`src/rtl/axis_frame_gen_pkg.sv`:
```
// -----------------------------------------------------------------------------
// axis_frame_gen_pkg
// Shared types and helpers for the AXI-Stream frame generator.
//   state_e     : generator FSM states (IDLE, SEND)
//   MAX_BYTES   : widest byte mask the helpers can produce (DATA_WIDTH <= 1024)
//   last_keep() : tkeep mask for the final beat of a packet of 'len' bytes
//   beat_count(): number of beats needed for 'len' bytes, ceil(len / bytes)
// -----------------------------------------------------------------------------
package axis_frame_gen_pkg;

    typedef enum logic [0:0] {
        IDLE = 1'b0,
        SEND = 1'b1
    } state_e;

    localparam int MAX_BYTES = 128;

    // Final-beat mask: low (len mod bytes) lanes set, or every lane when the
    // length is an exact multiple of the beat width. Callers cast the result
    // down to their own lane count.
    function automatic logic [MAX_BYTES-1:0] last_keep(input logic [31:0] len,
                                                       input logic [31:0] bytes);
        logic [31:0]          rem_v;
        logic [31:0]          lim_v;
        logic [MAX_BYTES-1:0] mask_v;
        rem_v  = len % bytes;
        lim_v  = (rem_v == 32'd0) ? bytes : rem_v;
        mask_v = {MAX_BYTES{1'b0}};
        for (int i = 0; i < MAX_BYTES; i++) begin
            mask_v[i] = (32'(i) < lim_v);
        end
        return mask_v;
    endfunction

    // Written as quotient plus remainder flag so it cannot overflow near the
    // top of the 32-bit range.
    function automatic logic [31:0] beat_count(input logic [31:0] len,
                                               input logic [31:0] bytes);
        logic [31:0] q_v;
        q_v = len / bytes;
        if ((len % bytes) != 32'd0) begin
            q_v = q_v + 32'd1;
        end else begin
            q_v = q_v;
        end
        return q_v;
    endfunction

endpackage

```
`src/rtl/axis_frame_gen_lane_fill.sv`:
```
// -----------------------------------------------------------------------------
// axis_frame_gen_lane_fill
// Combinational payload pattern for one beat of the frame generator.
// Byte lane i of beat b = (start_byte + b*BYTES + i) mod 256.
// Ports:
//   start_byte [7:0]            value of payload byte 0 of the packet
//   beat_index [LEN_WIDTH-1:0]  beat number within the packet
//   pattern    [DATA_WIDTH-1:0] beat data, lane i at bits [8i+7:8i]
// -----------------------------------------------------------------------------
module axis_frame_gen_lane_fill #(
    parameter int DATA_WIDTH = 64,
    parameter int LEN_WIDTH  = 16
) (
    input  logic [7:0]            start_byte,
    input  logic [LEN_WIDTH-1:0]  beat_index,
    output logic [DATA_WIDTH-1:0] pattern
);

    localparam int          BYTES   = DATA_WIDTH / 8;
    localparam logic [31:0] BYTES_U = 32'(BYTES);

    logic [7:0] base_s;

    // Only the low 8 bits of the byte offset survive the mod-256 wrap, so the
    // product is truncated before it is added to the start byte.
    always_comb begin
        base_s  = start_byte + 8'(32'(beat_index) * BYTES_U);
        pattern = {DATA_WIDTH{1'b0}};
        for (int i = 0; i < BYTES; i++) begin
            pattern[8*i +: 8] = base_s + 8'(i);
        end
    end

endmodule

```
`src/rtl/axis_frame_generator.sv`:
```
// -----------------------------------------------------------------------------
// axis_frame_generator
// AXI-Stream packet transmitter: one command beat (length, start byte, TID,
// TDEST) becomes a framed packet with an incrementing-byte payload, tkeep on
// the final beat and tlast. Every output is driven straight from a register;
// m_axis_tready only feeds next-state logic.
// Ports:
//   aclk, areset_n               clock, synchronous active-low reset
//   cmd_valid/cmd_ready          command handshake
//   cmd_len, cmd_start           byte length, value of payload byte 0
//   cmd_id, cmd_dest             tid / tdest for the whole packet
//   m_axis_t*                    AXI-Stream master (valid, ready, data, keep,
//                                last, id, dest)
//   busy                         packet in flight
//   err_zero_len                 one-cycle pulse when a zero-length command
//                                is accepted
// Build option AXIS_FRAME_GENERATOR_STATS_EN adds stat_pkts / stat_beats
// (32-bit wrapping counters of tlast handshakes and beat handshakes).
// -----------------------------------------------------------------------------
module axis_frame_generator
    import axis_frame_gen_pkg::*;
#(
    parameter int DATA_WIDTH  = 64,
    parameter int LEN_WIDTH   = 16,
    parameter int TID_WIDTH   = 1,
    parameter int TDEST_WIDTH = 1
) (
    input  logic                    aclk,
    input  logic                    areset_n,
    input  logic                    cmd_valid,
    output logic                    cmd_ready,
    input  logic [LEN_WIDTH-1:0]    cmd_len,
    input  logic [7:0]              cmd_start,
    input  logic [TID_WIDTH-1:0]    cmd_id,
    input  logic [TDEST_WIDTH-1:0]  cmd_dest,
    output logic                    m_axis_tvalid,
    input  logic                    m_axis_tready,
    output logic [DATA_WIDTH-1:0]   m_axis_tdata,
    output logic [DATA_WIDTH/8-1:0] m_axis_tkeep,
    output logic                    m_axis_tlast,
    output logic [TID_WIDTH-1:0]    m_axis_tid,
    output logic [TDEST_WIDTH-1:0]  m_axis_tdest,
`ifdef AXIS_FRAME_GENERATOR_STATS_EN
    output logic [31:0]             stat_pkts,
    output logic [31:0]             stat_beats,
`endif
    output logic                    busy,
    output logic                    err_zero_len
);

    localparam int                   BYTES   = DATA_WIDTH / 8;
    localparam logic [31:0]          BYTES_U = 32'(BYTES);
    localparam logic [LEN_WIDTH-1:0] ONE_L   = LEN_WIDTH'(1);
    localparam logic [LEN_WIDTH-1:0] ZERO_L  = LEN_WIDTH'(0);
    localparam logic [BYTES-1:0]     ALL_K   = {BYTES{1'b1}};

    state_e                   state_r, state_s;
    logic                     cmd_ready_r, cmd_ready_s;
    logic                     tvalid_r, tvalid_s;
    logic [DATA_WIDTH-1:0]    tdata_r, tdata_s;
    logic [BYTES-1:0]         tkeep_r, tkeep_s;
    logic                     tlast_r, tlast_s;
    logic [TID_WIDTH-1:0]     tid_r, tid_s;
    logic [TDEST_WIDTH-1:0]   tdest_r, tdest_s;
    logic                     busy_r, busy_s;
    logic                     err_r, err_s;
    logic [LEN_WIDTH-1:0]     beat_idx_r, beat_idx_s;
    logic [LEN_WIDTH-1:0]     beats_total_r, beats_total_s;
    logic [7:0]               start_r, start_s;
    logic [BYTES-1:0]         keep_last_r, keep_last_s;

    logic [LEN_WIDTH-1:0]     cmd_beats_s;
    logic [BYTES-1:0]         cmd_keep_s;
    logic [7:0]               fill_start_s;
    logic [LEN_WIDTH-1:0]     fill_index_s;
    logic [DATA_WIDTH-1:0]    fill_data_s;
    logic                     beat_hs_s;

    axis_frame_gen_lane_fill #(
        .DATA_WIDTH (DATA_WIDTH),
        .LEN_WIDTH  (LEN_WIDTH)
    ) u_lane_fill (
        .start_byte (fill_start_s),
        .beat_index (fill_index_s),
        .pattern    (fill_data_s)
    );

    // Packet geometry of the command currently on the command port.
    always_comb begin
        cmd_beats_s = LEN_WIDTH'(beat_count(32'(cmd_len), BYTES_U));
        cmd_keep_s  = BYTES'(last_keep(32'(cmd_len), BYTES_U));
        beat_hs_s   = tvalid_r && m_axis_tready;
    end

    // Next-state and next-output logic; the pattern generator is pointed at
    // the beat that will be loaded on the coming edge.
    always_comb begin
        state_s       = state_r;
        cmd_ready_s   = cmd_ready_r;
        tvalid_s      = tvalid_r;
        tdata_s       = tdata_r;
        tkeep_s       = tkeep_r;
        tlast_s       = tlast_r;
        tid_s         = tid_r;
        tdest_s       = tdest_r;
        busy_s        = busy_r;
        err_s         = 1'b0;
        beat_idx_s    = beat_idx_r;
        beats_total_s = beats_total_r;
        start_s       = start_r;
        keep_last_s   = keep_last_r;
        fill_start_s  = start_r;
        fill_index_s  = beat_idx_r + ONE_L;

        case (state_r)
            IDLE: begin
                fill_start_s = cmd_start;
                fill_index_s = ZERO_L;
                if (cmd_valid && cmd_ready_r) begin
                    if (cmd_len == ZERO_L) begin
                        err_s = 1'b1;
                    end else begin
                        state_s       = SEND;
                        cmd_ready_s   = 1'b0;
                        busy_s        = 1'b1;
                        tvalid_s      = 1'b1;
                        tdata_s       = fill_data_s;
                        tlast_s       = (cmd_beats_s == ONE_L);
                        tkeep_s       = (cmd_beats_s == ONE_L) ? cmd_keep_s : ALL_K;
                        tid_s         = cmd_id;
                        tdest_s       = cmd_dest;
                        beat_idx_s    = ZERO_L;
                        beats_total_s = cmd_beats_s;
                        start_s       = cmd_start;
                        keep_last_s   = cmd_keep_s;
                    end
                end else begin
                    state_s = IDLE;
                end
            end
            SEND: begin
                if (beat_hs_s) begin
                    if (tlast_r) begin
                        state_s     = IDLE;
                        cmd_ready_s = 1'b1;
                        busy_s      = 1'b0;
                        tvalid_s    = 1'b0;
                        tlast_s     = 1'b0;
                    end else begin
                        beat_idx_s = beat_idx_r + ONE_L;
                        tdata_s    = fill_data_s;
                        tlast_s    = ((beat_idx_r + ONE_L) == (beats_total_r - ONE_L));
                        tkeep_s    = tlast_s ? keep_last_r : ALL_K;
                    end
                end else begin
                    state_s = SEND;
                end
            end
            default: begin
                state_s     = IDLE;
                cmd_ready_s = 1'b1;
                busy_s      = 1'b0;
                tvalid_s    = 1'b0;
                tlast_s     = 1'b0;
            end
        endcase
    end

    // State and output registers; reset abandons any packet in flight.
    always_ff @(posedge aclk) begin
        if (!areset_n) begin
            state_r       <= IDLE;
            cmd_ready_r   <= 1'b1;
            tvalid_r      <= 1'b0;
            tdata_r       <= {DATA_WIDTH{1'b0}};
            tkeep_r       <= {BYTES{1'b0}};
            tlast_r       <= 1'b0;
            tid_r         <= {TID_WIDTH{1'b0}};
            tdest_r       <= {TDEST_WIDTH{1'b0}};
            busy_r        <= 1'b0;
            err_r         <= 1'b0;
            beat_idx_r    <= ZERO_L;
            beats_total_r <= ZERO_L;
            start_r       <= 8'h00;
            keep_last_r   <= {BYTES{1'b0}};
        end else begin
            state_r       <= state_s;
            cmd_ready_r   <= cmd_ready_s;
            tvalid_r      <= tvalid_s;
            tdata_r       <= tdata_s;
            tkeep_r       <= tkeep_s;
            tlast_r       <= tlast_s;
            tid_r         <= tid_s;
            tdest_r       <= tdest_s;
            busy_r        <= busy_s;
            err_r         <= err_s;
            beat_idx_r    <= beat_idx_s;
            beats_total_r <= beats_total_s;
            start_r       <= start_s;
            keep_last_r   <= keep_last_s;
        end
    end

`ifdef AXIS_FRAME_GENERATOR_STATS_EN
    logic [31:0] stat_pkts_r;
    logic [31:0] stat_beats_r;

    // Handshake counters, free-running with natural 32-bit wrap.
    always_ff @(posedge aclk) begin
        if (!areset_n) begin
            stat_pkts_r  <= 32'd0;
            stat_beats_r <= 32'd0;
        end else if (beat_hs_s) begin
            stat_beats_r <= stat_beats_r + 32'd1;
            stat_pkts_r  <= stat_pkts_r + (tlast_r ? 32'd1 : 32'd0);
        end else begin
            stat_beats_r <= stat_beats_r;
            stat_pkts_r  <= stat_pkts_r;
        end
    end

    assign stat_pkts  = stat_pkts_r;
    assign stat_beats = stat_beats_r;
`endif

    assign cmd_ready     = cmd_ready_r;
    assign m_axis_tvalid = tvalid_r;
    assign m_axis_tdata  = tdata_r;
    assign m_axis_tkeep  = tkeep_r;
    assign m_axis_tlast  = tlast_r;
    assign m_axis_tid    = tid_r;
    assign m_axis_tdest  = tdest_r;
    assign busy          = busy_r;
    assign err_zero_len  = err_r;

endmodule
```
`config.mk`:
```
export PLATFORM = sky130hd
export DESIGN_NAME = axis_frame_generator
export DESIGN_NICKNAME = d
export VERILOG_FILES = /design/src/rtl/axis_frame_gen_pkg.sv /design/src/rtl/axis_frame_gen_lane_fill.sv /design/src/rtl/axis_frame_generator.sv
export SDC_FILE = /design/constraint.sdc
export NUM_CORES = 1
export LEC_CHECK = 0
export BUFFER_PORTS_ARGS = -buffer_cell sky130_fd_sc_hd__buf_2
export CAP_MARGIN = 25
export CELL_PAD_IN_SITES_DETAIL_PLACEMENT = 0
export CELL_PAD_IN_SITES_GLOBAL_PLACEMENT = 2
export CORE_MARGIN = 1.5
export CORE_UTILIZATION = 30
export DETAILED_ROUTE_END_ITERATION = 7
export PLACE_DENSITY_LB_ADDON = 0.1
export SYNTH_ARGS = -nofsm -noshare
export SYNTH_HDL_FRONTEND = slang
export SYNTH_SLANG_ARGS = --single-unit
```
`constraint.sdc`:
```
create_clock -name aclk -period 3.6 [get_ports aclk]
set_clock_uncertainty 0.05 [all_clocks]
set_input_delay 1.08 -clock aclk [delete_from_list [all_inputs] [get_ports aclk]]
set_output_delay 1.08 -clock aclk [all_outputs]
set_load 0.01 [all_outputs]
```
# ---- Word level (Yosys, flattened, before mapping)
# Cells that the tools add are included.
# W data, S select, Z words.
dict set report classes {
  add_sub_neg 11
  magnitude_cmp 8
  n_eq_ne 7
  n_mux 42
  n_bitwise 4
  n_reduce_logical 10
}
# op count
set ops {}
lappend ops {{$mux W64} 4}
lappend ops {{$pmux W64 S2} 1}
lappend ops {{$mux W16} 4}
lappend ops {{$mux W8} 7}
lappend ops {{$add A8 B3 Y8 const B} 4}
lappend ops {{$logic_not A32 Y1} 1}
lappend ops {{$pmux W16 S2} 1}
lappend ops {{$reduce_bool A32 Y1} 1}
lappend ops {{$mux W1} 17}
lappend ops {{$add A16 B1 Y16 const B} 1}
lappend ops {{$add A8 B2 Y8 const B} 2}
lappend ops {{$eq A16 B1 Y1 const B} 1}
lappend ops {{$eq A16 B16 Y1} 1}
lappend ops {{$logic_not A16 Y1} 1}
lappend ops {{$lt A3 B4 Y1 const A} 4}
lappend ops {{$pmux W8 S2} 1}
lappend ops {{$sub A16 B1 Y16 const B} 1}
lappend ops {{$add A13 B1 Y14 const B} 1}
lappend ops {{$mux W14} 1}
lappend ops {{$add A8 B1 Y8 const B} 1}
lappend ops {{$add A8 B8 Y8} 1}
lappend ops {{$lt A1 B4 Y1 const A} 2}
lappend ops {{$lt A2 B4 Y1 const A} 2}
lappend ops {{$pmux W1 S2} 4}
lappend ops {{other kinds (9)} 18}
dict set report word_totals {
  ff_bits 127
  word_cells 95
}

# ---- Logic depth before layout (Yosys ltp)
dict set report depth {
  depth_word 7
  ltp_mapped 13
  mapped_depth_nobuf 11
}

# ---- Modules after synthesis
# From an unflattened synthesis, not the netlist that was laid out.
dict set report hier_totals {
  cells_unflattened 872
  hier_area_um2 7108.1
}
# mod instances cells_each area_per_inst_um2 seq_area_each_um2
set by_module_without_submodules {}
lappend by_module_without_submodules {axis_frame_generator 1 750 6145.9 2502.4}
lappend by_module_without_submodules {axis_frame_gen_lane_fill 1 122 962.2 0.0}

# ---- Worst setup path after synthesis
# OpenSTA, ideal clock, no wires.
dict set report synth_timing {
  path_type {reg2reg}
  startpoint {register state_r}
  endpoint {register tdata_r[31] (netlist: m_axis_tdata[31])}
  setup_time_ps 129
  t_arrival_ps 3457
  t_required_ps 3421
  slack_ps -37
  stages_incl_launch_ff 14
  path_buffers 3
  synth_period_minus_slack_ps 3637
  cell_sequence {dfxtp_1 clkbuf_1 clkbuf_1 clkbuf_1 mux2_2 ha_1 a21o_1 a21oi_1 xnor2_1 nor2b_1 nand3_1 nor2_1 xor2_1 o21ai_0}
}
dict set report synth_via {
  elab_chain_len 6
  word_cells_on_any_way 15
  cone_classes {add/sub (2); eq/ne (4); mux (7); bitwise (1); reduce/logical (1)}
}
# item line_no
set synth_rtl {}
lappend synth_rtl {{start: declaration} axis_frame_generator.sv:57} ;# state_e state_r, state_s;
lappend synth_rtl {{start signal: assignment} axis_frame_generator.sv:187} ;# state_r <= state_s;
lappend synth_rtl {{$mux W8 / $mux W5 (equally long branches)} axis_frame_generator.sv:115} ;# case (state_r)
lappend synth_rtl {{$add A8 B8 Y8} axis_frame_gen_lane_fill.sv:27} ;# base_s = start_byte + 8'(32'(beat_index) * BYTES_U);
lappend synth_rtl {{$add A8 B2 Y8} axis_frame_gen_lane_fill.sv:30} ;# pattern[8*i +: 8] = base_s + 8'(i);
lappend synth_rtl {{$mux W64 (on tied branches)} {axis_frame_generator.sv:143, axis_frame_generator.sv:120}}
lappend synth_rtl {{$mux W64 (on tied branches)} {axis_frame_generator.sv:142, axis_frame_generator.sv:119}}
lappend synth_rtl {{$pmux W64 S2} axis_frame_generator.sv:115}
lappend synth_rtl {{end signal: assignment} axis_frame_generator.sv:175} ;# tdata_r <= {DATA_WIDTH{1'b0}};
lappend synth_rtl {{end signal: assignment} axis_frame_generator.sv:190} ;# tdata_r <= tdata_s;
lappend synth_rtl {{end: declaration} axis_frame_generator.sv:60} ;# logic [DATA_WIDTH-1:0] tdata_r, tdata_s;
# Several ways; a longest one is shown, not always the timed one. The select of a mux whose other input is x is not followed.
# A chain may end at the register's enable or synchronous reset.

# ---- Worst setup path in the final report
dict set report layout_timing {
  startpoint {register beats_total_r[2]}
  endpoint {register tkeep_r[0] (netlist: m_axis_tkeep[0])}
}
dict set report layout_via {
  elab_chain_len 6
}
# item line_no
set layout_rtl {}
lappend layout_rtl {{start: declaration} axis_frame_generator.sv:68} ;# logic [LEN_WIDTH-1:0] beats_total_r, beats_total_s;
lappend layout_rtl {{start signal: assignment} axis_frame_generator.sv:198} ;# beats_total_r <= beats_total_s;
lappend layout_rtl {{$sub A16 B1 Y16} axis_frame_generator.sv:152} ;# tlast_s = ((beat_idx_r + ONE_L) == (beats_total_r - ONE_L));
lappend layout_rtl {{$eq A16 B16 Y1} axis_frame_generator.sv:152}
lappend layout_rtl {{$mux W8} axis_frame_generator.sv:153} ;# tkeep_s = tlast_s ? keep_last_r : ALL_K;
lappend layout_rtl {{$mux W8} axis_frame_generator.sv:143} ;# if (tlast_r) begin
lappend layout_rtl {{$mux W8} axis_frame_generator.sv:142} ;# if (beat_hs_s) begin
lappend layout_rtl {{$pmux W8 S2} axis_frame_generator.sv:115}
lappend layout_rtl {{end signal: assignment} axis_frame_generator.sv:176} ;# tkeep_r <= {BYTES{1'b0}};
lappend layout_rtl {{end signal: assignment} axis_frame_generator.sv:191} ;# tkeep_r <= tkeep_s;
lappend layout_rtl {{end: declaration} axis_frame_generator.sv:61} ;# logic [BYTES-1:0] tkeep_r, tkeep_s;
# Every way passes these cells. The select of a mux whose other input is x is not followed.

==> metrics.txt <==
status=finished clean; Synth Flop Type=dfxtp_1; leakage power=3.49 nW; register area share after synthesis=35.5%; Cells after Synth=795; setup TNS=0 ns; Post-CTS Resized=0; warnings from Yosys=0; Worst-Skew Late Latency=0.41 ns; wire per inst=16.7 um; Area Overhead vs Synth=21.9%; fin cells=1,169; IO Pins=109; clock sinks=115; # hold bufs at CTS=0; Worst Hold Class=flip-flop to flip-flop; pwr dens=549 nW/um^2; f_max=308 MHz; Reg clk slew, reported paths=0.06 ns; crit-path max FO=9; CP arrival=3.49 ns; largest net degree at the start of global routing=46; layout cells sized above 1=19.8%; Core Region=21,100 sq um; RSZ-0062 raised after global routing=false; measured slew at the worst slew-check pin=0.970 ns; maximum clock path buffer count=2; number of nets with antenna violations after routing=0; number of max-slew violations in the final report=0; RePlAce Congestion=0.839; FF/Latch Area=2300 sq um; DR iter-0 viols=271; # fillers=2,236; r2r setup slk=0.35 ns; crit end category=flip-flop; Initial Util=30.7%; final worst-path cycle share=90.2%; number of H-tree levels=4; Distinct cells, synth=58; Hold Crit Depth=2; std cell rows=53; Req. time, crit path=3.84 ns; initial antenna violation count=0; gr usage total=18.1%; Placed Cells=1,139; CTS tree=built; FF-to-FF Start=beats_total_r[2]; total CTS buffers=17; Setup WS pre-CTS=0.238 ns; Avg Inst Size Synth=8.16 sq um; slew margin rel.=35.2%; Final Worst Setup Slack=0.353 ns; Async S/R FF share, synth=0%; drt via density=4.99; commonest cells after routing, fill and taps aside=nand2_1 (138), dfxtp_1 (115), buf_2 (108), nor2_1 (46), xnor2_1 (46); GR Overflow Total=0; global-route wire length before repair=31,800 um; Synth Register Bits=115; Startpoint Class=flip-flop; Die Ht=150 um; EDFF count, synth=0; DIE WIDTH=150 um; Max Cap Viol=0; Final Power=0.00434 W; PortBufs=108; CTS root buf=clkbuf_16; Setup Buffers After CTS=0; DR pass1 iterations=5; syn_nets=842; Reg2Reg Depth=8; final setup vio count=0; crit path time final=3.25 ns; Final Hold Vio Count=0; FF-to-FF End=m_axis_tkeep[0]; Hold Startpoint=m_axis_tkeep[2]; Worst VDD drop=0.289 mV; DRC=0; Crit Path Class=flip-flop to flip-flop; HPWL Detailed=14,200 um; nets=930; die area=22,500 sq um; multi-input logic area=3860 sq um; antenna cells=0; hold endpoint=m_axis_tkeep[2]; Netlist Area Pre-Place=6480 sq um; final wirelength=19,500 um; total number of vias=5,832; most common cell after layout, fill and taps aside=nand2_1; vias in the first global route=5,965; final core utilization=37.5%
[state kept, by name (all words and copies together) (netlist names)]
| signal | flops |
|---|---|
| busy | 1 |
| m_axis_tkeep | 8 |
| state_r | 1 |
| m_axis_tdata | 54 |
| m_axis_tlast | 1 |
| cmd_ready | 1 |
| m_axis_tid | 1 |
| start_r | 8 |
| beat_idx_r | 16 |
| keep_last_r | 8 |
| beats_total_r | 14 |
| m_axis_tdest | 1 |
| err_zero_len | 1 |
[layer usage]
layer  wire length (um)  vias up  global-route usage [%]
li1                   -     2916                       -
met4                186        0                    4.46
met3                623       13                    3.84
met1               9000     2795                    22.9
met5                  0        -                       0
met2               9710      108                    31.0
[cell usage after synthesis, types with 23 or more instances]
cell / n / area share, %
nand2_1: 138 / 8.0
a21oi_1: 43 / 3.3
nor2b_1: 24 / 2.3
nand3_1: 31 / 2.4
xor2_1: 31 / 4.2
a21boi_0: 23 / 2.7
nor2_1: 46 / 2.7
dfxtp_1: 115 / 36
o211a_1: 23 / 3.6
xnor2_1: 47 / 6.3
o21ai_0: 26 / 2.0
clkbuf_1: 48 / 2.8
[cell type report]
type                            count  area share [%]
Clock buffer                       22            6.25
Sequential cell                   115            29.1
Clock inverter                      8            1.58
Timing Repair Buffer              133            9.21
Multi-Input combinational cell    603            48.9
Inverter                           13           0.617
Tap cell                          275            4.35
[critical path: stages (launching register included)]
cell,delay [ns]
dfxtp_1,0.37
or4_1,0.68
or3_1,0.49
xnor2_1,0.19
or3_1,0.36
o211ai_1,0.14
o2111ai_2,0.42
nor3_1,0.34
nor3b_1,0.08
[per-stage QoR]
step	cell area [sq um]	hold slack (ns)
floorplan	6490	0.392
global placement	7290	0.380
detailed placement	7290	0.382
CTS	7910	0.393
global route	7910	0.415
finish	7910	0.386
[power by group]
group,total [W],switching (W),internal [W]
clock,0.00178,0.000609,0.00117
combinational,0.00105,0.000610,0.000436
sequential,0.00152,0.0000998,0.00142
[cells by family after synthesis]
| logic type | after synthesis | share of synthesized area [%] |
|---|---|---|
| simple gates | 326 | 24.3 |
| buf+inv | 77 | 5.17 |
| xor+xnor | 83 | 12.3 |
| fa+ha+maj | 17 | 3.40 |
| flops | 115 | 35.5 |
| mux | 13 | 2.08 |
| compound gates | 164 | 17.3 |
[worst max path at each step]
| stage | from | endpoint | slack (ns) | cells after the start |
|---|---|---|---|---|
| 2_1_floorplan | state_r | m_axis_tdata[31] | 0.14 | 13 |
| 3_3_place_gp | cmd_start[3] | m_axis_tdata[63] | 0.23 | 10 |
| 3_5_place_dp | cmd_start[3] | m_axis_tdata[63] | 0.24 | 10 |
| 4_1_cts | beats_total_r[2] | m_axis_tkeep[0] | 0.32 | 8 |
| 5_1_grt | beats_total_r[2] | m_axis_tkeep[0] | 0.20 | 8 |
| 6_report | beats_total_r[2] | m_axis_tkeep[0] | 0.35 | 8 |
(Power assumes the default switching activity.)
